## config.mk

```make
export PLATFORM = sky130hd
export DESIGN_NAME = disp_scan
export DESIGN_NICKNAME = d
export VERILOG_FILES = /design/src/rtl/disp_scan.sv
export SDC_FILE = /design/constraint.sdc
export NUM_CORES = 1
export LEC_CHECK = 0
export BUFFER_PORTS_ARGS = -buffer_cell sky130_fd_sc_hd__buf_2
export CORE_MARGIN = 2
export CORE_UTILIZATION = 53
export DETAILED_ROUTE_END_ITERATION = 7
export PLACE_DENSITY = 0.67
export SETUP_SLACK_MARGIN = 0.15
export SYNTH_ARGS = -nofsm -noshare
export SYNTH_HDL_FRONTEND = slang
export SYNTH_SLANG_ARGS = --single-unit
export TNS_END_PERCENT = 100
```

## constraint.sdc

```tcl
create_clock -name clk -period 2.9 [get_ports clk]
set_clock_uncertainty 0.1 [all_clocks]
set_input_delay 0.145 -clock clk [delete_from_list [all_inputs] [get_ports clk]]
set_output_delay 0.145 -clock clk [all_outputs]
set_load 0.005 [all_outputs]
```

## src/rtl/disp_scan.sv

```systemverilog
// Debug readout: samples an 8-bit value, converts it to signed decimal with an
// iterative shift-add-3 engine and scans it onto a 4-digit active-low 7-segment display.
module disp_scan #(
    parameter int unsigned SCAN_DIV    = 50000,
    parameter int unsigned REFRESH_DIV = 5000000
) (
    input  logic       clk,
    input  logic       rst_n,
    input  logic [7:0] val_i,
    input  logic       sgn_i,
    input  logic       req_i,
    output logic       busy_o,
    output logic       done_o,
    output logic [3:0] an_o,
    output logic [6:0] seg_o
);

    localparam int unsigned SCAN_W = $clog2(SCAN_DIV + 1);
    localparam int unsigned REF_W  = $clog2(REFRESH_DIV + 1);

    typedef enum logic [1:0] {IDLE, SHIFT, DONE} state_t;

    state_t            state, state_nx;
    logic [REF_W-1:0]  ref_cnt;
    logic              refresh_tick;
    logic [SCAN_W-1:0] scan_cnt;
    logic [1:0]        dig_idx;
    logic [7:0]        mag;
    logic [11:0]       scratch;
    logic [11:0]       scratch_adj;
    logic [2:0]        iter;
    logic              neg_q;
    logic              pend;
    logic              trigger;
    logic [3:0]        disp_h, disp_t, disp_o;
    logic              disp_neg;
    logic              done_q;

    function automatic logic [6:0] seg_code(input logic [3:0] d);
        case (d)
            4'd0:    seg_code = 7'h40;
            4'd1:    seg_code = 7'h79;
            4'd2:    seg_code = 7'h24;
            4'd3:    seg_code = 7'h30;
            4'd4:    seg_code = 7'h19;
            4'd5:    seg_code = 7'h12;
            4'd6:    seg_code = 7'h02;
            4'd7:    seg_code = 7'h78;
            4'd8:    seg_code = 7'h00;
            4'd9:    seg_code = 7'h10;
            default: seg_code = 7'h7F;
        endcase
    endfunction

    assign refresh_tick = (ref_cnt == REF_W'(REFRESH_DIV - 1));
    assign trigger      = req_i | pend | refresh_tick;

    // Free-running refresh and scan timebases; never stalled by conversions.
    always_ff @(posedge clk or negedge rst_n) begin
        if (!rst_n) begin
            ref_cnt  <= '0;
            scan_cnt <= '0;
            dig_idx  <= '0;
        end else begin
            ref_cnt <= refresh_tick ? '0 : ref_cnt + 1'b1;
            if (scan_cnt == SCAN_W'(SCAN_DIV - 1)) begin
                scan_cnt <= '0;
                dig_idx  <= dig_idx + 1'b1;
            end else begin
                scan_cnt <= scan_cnt + 1'b1;
            end
        end
    end

    always_ff @(posedge clk or negedge rst_n) begin
        if (!rst_n) state <= IDLE;
        else        state <= state_nx;
    end

    always_comb begin
        state_nx = state;
        case (state)
            IDLE:    if (trigger) state_nx = SHIFT;
            SHIFT:   if (iter == 3'd7) state_nx = DONE;
            DONE:    state_nx = IDLE;
            default: state_nx = IDLE;
        endcase
    end

    always_comb begin
        scratch_adj = scratch;
        for (int unsigned i = 0; i < 3; i++) begin
            if (scratch[i*4 +: 4] >= 4'd5)
                scratch_adj[i*4 +: 4] = scratch[i*4 +: 4] + 4'd3;
        end
    end

    always_ff @(posedge clk or negedge rst_n) begin
        if (!rst_n) begin
            mag      <= '0;
            scratch  <= '0;
            iter     <= '0;
            neg_q    <= 1'b0;
            pend     <= 1'b0;
            disp_h   <= '0;
            disp_t   <= '0;
            disp_o   <= '0;
            disp_neg <= 1'b0;
            done_q   <= 1'b0;
        end else begin
            done_q <= (state == DONE);
            case (state)
                IDLE: begin
                    if (trigger) begin
                        mag     <= (sgn_i & val_i[7]) ? 8'(-val_i) : val_i;
                        neg_q   <= sgn_i & val_i[7];
                        scratch <= '0;
                        iter    <= '0;
                        pend    <= 1'b0;
                    end
                end
                SHIFT: begin
                    {scratch, mag} <= {scratch_adj, mag} << 1;
                    iter           <= iter + 1'b1;
                end
                DONE: begin
                    disp_h   <= scratch[11:8];
                    disp_t   <= scratch[7:4];
                    disp_o   <= scratch[3:0];
                    disp_neg <= neg_q;
                end
                default: ;
            endcase
            // Requests arriving mid-conversion collapse into one follow-up run.
            if (state != IDLE && (req_i | refresh_tick))
                pend <= 1'b1;
        end
    end

    assign busy_o = (state != IDLE);
    assign done_o = done_q;
    assign an_o   = ~(4'b0001 << dig_idx);

    always_comb begin
        seg_o = 7'h7F;
        case (dig_idx)
            2'd0: seg_o = seg_code(disp_o);
            2'd1: seg_o = (disp_h == 4'd0 && disp_t == 4'd0) ? 7'h7F : seg_code(disp_t);
            2'd2: seg_o = (disp_h == 4'd0) ? 7'h7F : seg_code(disp_h);
            2'd3: seg_o = disp_neg ? 7'h3F : 7'h7F;
            default: seg_o = 7'h7F;
        endcase
    end

endmodule

```

==> flow_metrics.env <==
export IMPL_grt_pass1_vias=3395
export IMPL_finalHoldViolations=0
export IMPL_cp_endpoint="seg_o[6]"
export IMPL_synth_distinct_cells=49
export IMPL_slowest_stage="dfrtp_1"
export IMPL_fin_cells=631
export IMPL_post_cts_buffers=0
export IMPL_slew_viol_final=0
export IMPL_grt_max_degree=41
export IMPL_syn_avg_cell_area_sq_um=9.509
export IMPL_die_y_um=97.76
export IMPL_reg2reg_to="neg_q$_DFFE_PN0P_"
export IMPL_p_per_area_nw_per_um2=772.2
export IMPL_die_w_um=97.76
export IMPL_crit_start="disp_h[1]$_DFFE_PN0P_"
export IMPL_cts_root_buf="clkbuf_8"
export IMPL_drt_iter0_drc=103
export IMPL_clk_latency_ps=360
export IMPL_max_slew_margin_rel_pct=58.89
export IMPL_rsz0062_at_grt="no"
export IMPL_placedCellCount=612
export IMPL_antenna_found_initial=0
export IMPL_drc=0
export IMPL_maxCapViolations=0
export IMPL_synth_seq_cells=82
export IMPL_ant_nets=0
export IMPL_start_kind="flip-flop"
export IMPL_hold_class="in2reg"
export IMPL_initial_core_util_pct=53.96
export IMPL_grtUsageTotal_pct=20.04
export IMPL_power_mw=3.942
export IMPL_fmax_ghz=0.3950
export IMPL_leakagePower_nw=2.335
export IMPL_crit_buf_inv=2
export IMPL_setup_viol=0
export IMPL_critical_path_depth=8
export IMPL_design_portCount=25
export IMPL_status="complete, no violations"
export IMPL_dpl_worst_slack_ps=702.2
export IMPL_grt_overflow_total=0
export IMPL_crit_path_end_kind="output pin"
export IMPL_final_fill_count=749
export IMPL_r2r_setup_slack_ps=750
export IMPL_place_hpwl_um=6411
export IMPL_cts_buffers=9
export IMPL_cts_sinks=82
export IMPL_ys_seq_area_share_pct=44.04
export IMPL_core_area_sq_um=8636
export IMPL_clk_pin_slew_ps=90
export IMPL_path_delay_family="compound AO/OA/AOI/OAI gates"
export IMPL_io_buffers=24
export IMPL_fin_crit_ps=2531
export IMPL_wl_per_cell_um=14.15
export IMPL_cp_required_ps=2650
export IMPL_via_count=3490
export IMPL_gp_congestion=0.9770
export IMPL_avgViaCountPerCell=5.531
export IMPL_grt_pass1_wl_um=15640
export IMPL_cts_tree="done"
export IMPL_final_core_util_pct=59.11
export IMPL_r2r_start="ref_cnt[0]$_DFF_PN0_"
export IMPL_drt_pre_antenna_iters=5
export IMPL_synth_nets=533
export IMPL_fin_crit_sh_pct=87.29
export IMPL_r2r_cells=6
export IMPL_synth_warnings=0
export IMPL_criticalPathCategory="reg2out"
export IMPL_syn_area_sq_um=4659
export IMPL_clockBufferDepth=2
export IMPL_crit_chain="inv_1 -> ha_1 -> nand4bb_1 -> a31oi_1 -> nor2_1 -> a311o_1 -> a32oi_1 -> buf_2"
export IMPL_syn_inst=490
export IMPL_wirelength_um=8931
export IMPL_cts_htree_levels=3
export IMPL_areaGrowthSynthToFinish_pct=9.560
export IMPL_critPathArrivalTime_ps=2290
export IMPL_worstMarginPinSlew_ps=612.0
export IMPL_cp_max_fo=6
export IMPL_die_area_sq_um=9557
export IMPL_critPathMaxStageDelay_ps=440
export IMPL_drive_gt1_share_pct=12.05
export IMPL_nNetsFinal=561
export IMPL_irDropWorstVdd_mv=0.3955
export IMPL_num_antenna_cells=0
export IMPL_setup_slack_ps=368.5
export IMPL_setup_tns_final_ps=0
export IMPL_rows=34
[per-stage QoR]
stage               hold slack (ps)  instance area, sq um
floorplan                    -250.6                  4659
global placement              52.40                  4886
detailed placement            61.89                  4886
CTS                           37.47                  5100
global route                  41.29                  5105
finish                        51.17                  5105
[cells in the final DEF, fill, tap and decap left out, types with 4 or more instances in the layout]
cell      Yosys  routed
nand4_1       5       5
a32oi_1       7       7
buf_4         0       8
nor3_1       17      17
dfrtp_1      82      82
nand3_1      15      15
buf_2         3      23
a21oi_1      16      16
xnor2_1      21      21
ha_1         31      31
o21ai_1       7       7
nor2_1       44      44
mux2_2        6       6
inv_1        30      30
nand2b_1     10      10
o21ai_0      38      38
clkbuf_8      0       9
nand2_1      52      52
o31ai_1       5       4
mux2i_1       9       9
a22o_1        7       7
xor2_1       21      21
nor2b_1      11      11
[power by group]
group / switching [mW] / internal, mW
combinational: 0.812 / 0.696
sequential: 0.279 / 1.38
clock: 0.452 / 0.326
[flip-flops by register name (all words and copies together) (netlist names)]
register  cells
ref_cnt      23
scan_cnt     16
scratch      12
mag           8
disp_h        4
disp_o        4
disp_t        4
iter          3
dig_idx       2
state         2
disp_neg      1
done_o        1
neg_q         1
pend          1
[tightest hold or removal path, cell delays in order]
cell     delay, ps
buf_2           80
a21oi_1         60
a21oi_1        100
o21ai_0         70
[synthesized netlist by cell type, drive strengths merged]
| library cell | n | share of area, % |
|---|---|---|
| buf | 7 | 1.1 |
| o31ai | 5 | 0.81 |
| nor3b | 1 | 0.16 |
| a311o | 1 | 0.21 |
| a22oi | 1 | 0.16 |
| o211ai | 1 | 0.16 |
| nand3b | 1 | 0.16 |
| and2 | 2 | 0.27 |
| a22o | 7 | 1.3 |
| or3 | 4 | 0.64 |
| clkbuf | 10 | 0.81 |
| a32oi | 7 | 1.3 |
| ha | 31 | 8.3 |
| inv | 30 | 2.4 |
| a211o | 1 | 0.19 |
| nand2 | 52 | 4.2 |
| nor4b | 1 | 0.19 |
| a221oi | 3 | 0.83 |
| o21ai | 45 | 4.8 |
| nand4 | 6 | 0.94 |
| xor2 | 21 | 3.9 |
| dfrtp | 82 | 44 |
| a31oi | 3 | 0.40 |
| o31a | 1 | 0.38 |
| nor3 | 17 | 1.8 |
| nor4 | 4 | 0.86 |
| xnor2 | 21 | 3.9 |
| nor2 | 44 | 3.5 |
| mux2i | 9 | 1.9 |
| o22ai | 3 | 0.40 |
| nand2b | 10 | 1.3 |
| and4 | 2 | 0.43 |
| nand4bb | 3 | 0.72 |
| mux2 | 6 | 1.4 |
| and3 | 3 | 0.40 |
| nor2b | 11 | 1.5 |
| a21o | 1 | 0.16 |
| a21oi | 17 | 1.9 |
| or4 | 1 | 0.16 |
| nand3 | 15 | 1.6 |
[final cells by class]
cell class | instances | area (sq um) | share of cell area [%]
multi-input combinational | 361 | 2416 | 47.33
clock inverter | 7 | 60.06 | 1.176
timing repair buffer | 34 | 205.2 | 4.020
clock buffer | 9 | 123.9 | 2.426
tap | 108 | 135.1 | 2.647
inverter | 30 | 112.6 | 2.206
sequential | 82 | 2052 | 40.20
[per-layer routing]
metal,global-route usage (%),part of all wire (%)
met5,0,0
met3,4.939,4.1
met4,6.944,1.4
met1,26.41,47
met2,32.63,48
[how the worst min path moves through the flow]
| stage | start | end | slack [ps] | depth (start not counted) |
|---|---|---|---|---|
| finish | sgn_i | mag[7]$_DFFE_PN0P_ | 50 | 4 |
| global route | val_i[5] | mag[5]$_DFFE_PN0P_ | 40 | 3 |
| CTS | sgn_i | mag[7]$_DFFE_PN0P_ | 40 | 4 |
| detailed placement | rst_n | disp_t[0]$_DFFE_PN0P_ | 60 | 1 |
| global placement | rst_n | disp_t[2]$_DFFE_PN0P_ | 50 | 1 |
| floorplan | rst_n | dig_idx[0]$_DFFE_PN0N_ | -250 | 0 |
[kinds of logic (layout without fill, tap and decap cells)]
logic type                 count (synthesis)  count (layout)  synth area share [%]
adders and majority gates                 31              31                 8.324
xor gates and xnor gates                  42              42                 7.895
muxes                                     15              15                 3.383
buffers and inverters                     47              80                 4.350
and+or+nand+nor                          177             177                 18.93
AOI/OAI and AO/OA                         96              96                 13.08
DFF                                       82              82                 44.04
[what timing repair did]
item | in CTS | in global routing
hold endpoints to repair | 40 | 0
hold buffers | 3 | 0
gates resized for setup | 0 | 1
endpoints found under the setup margin | 0 | 5
(Power assumes the default switching activity.)
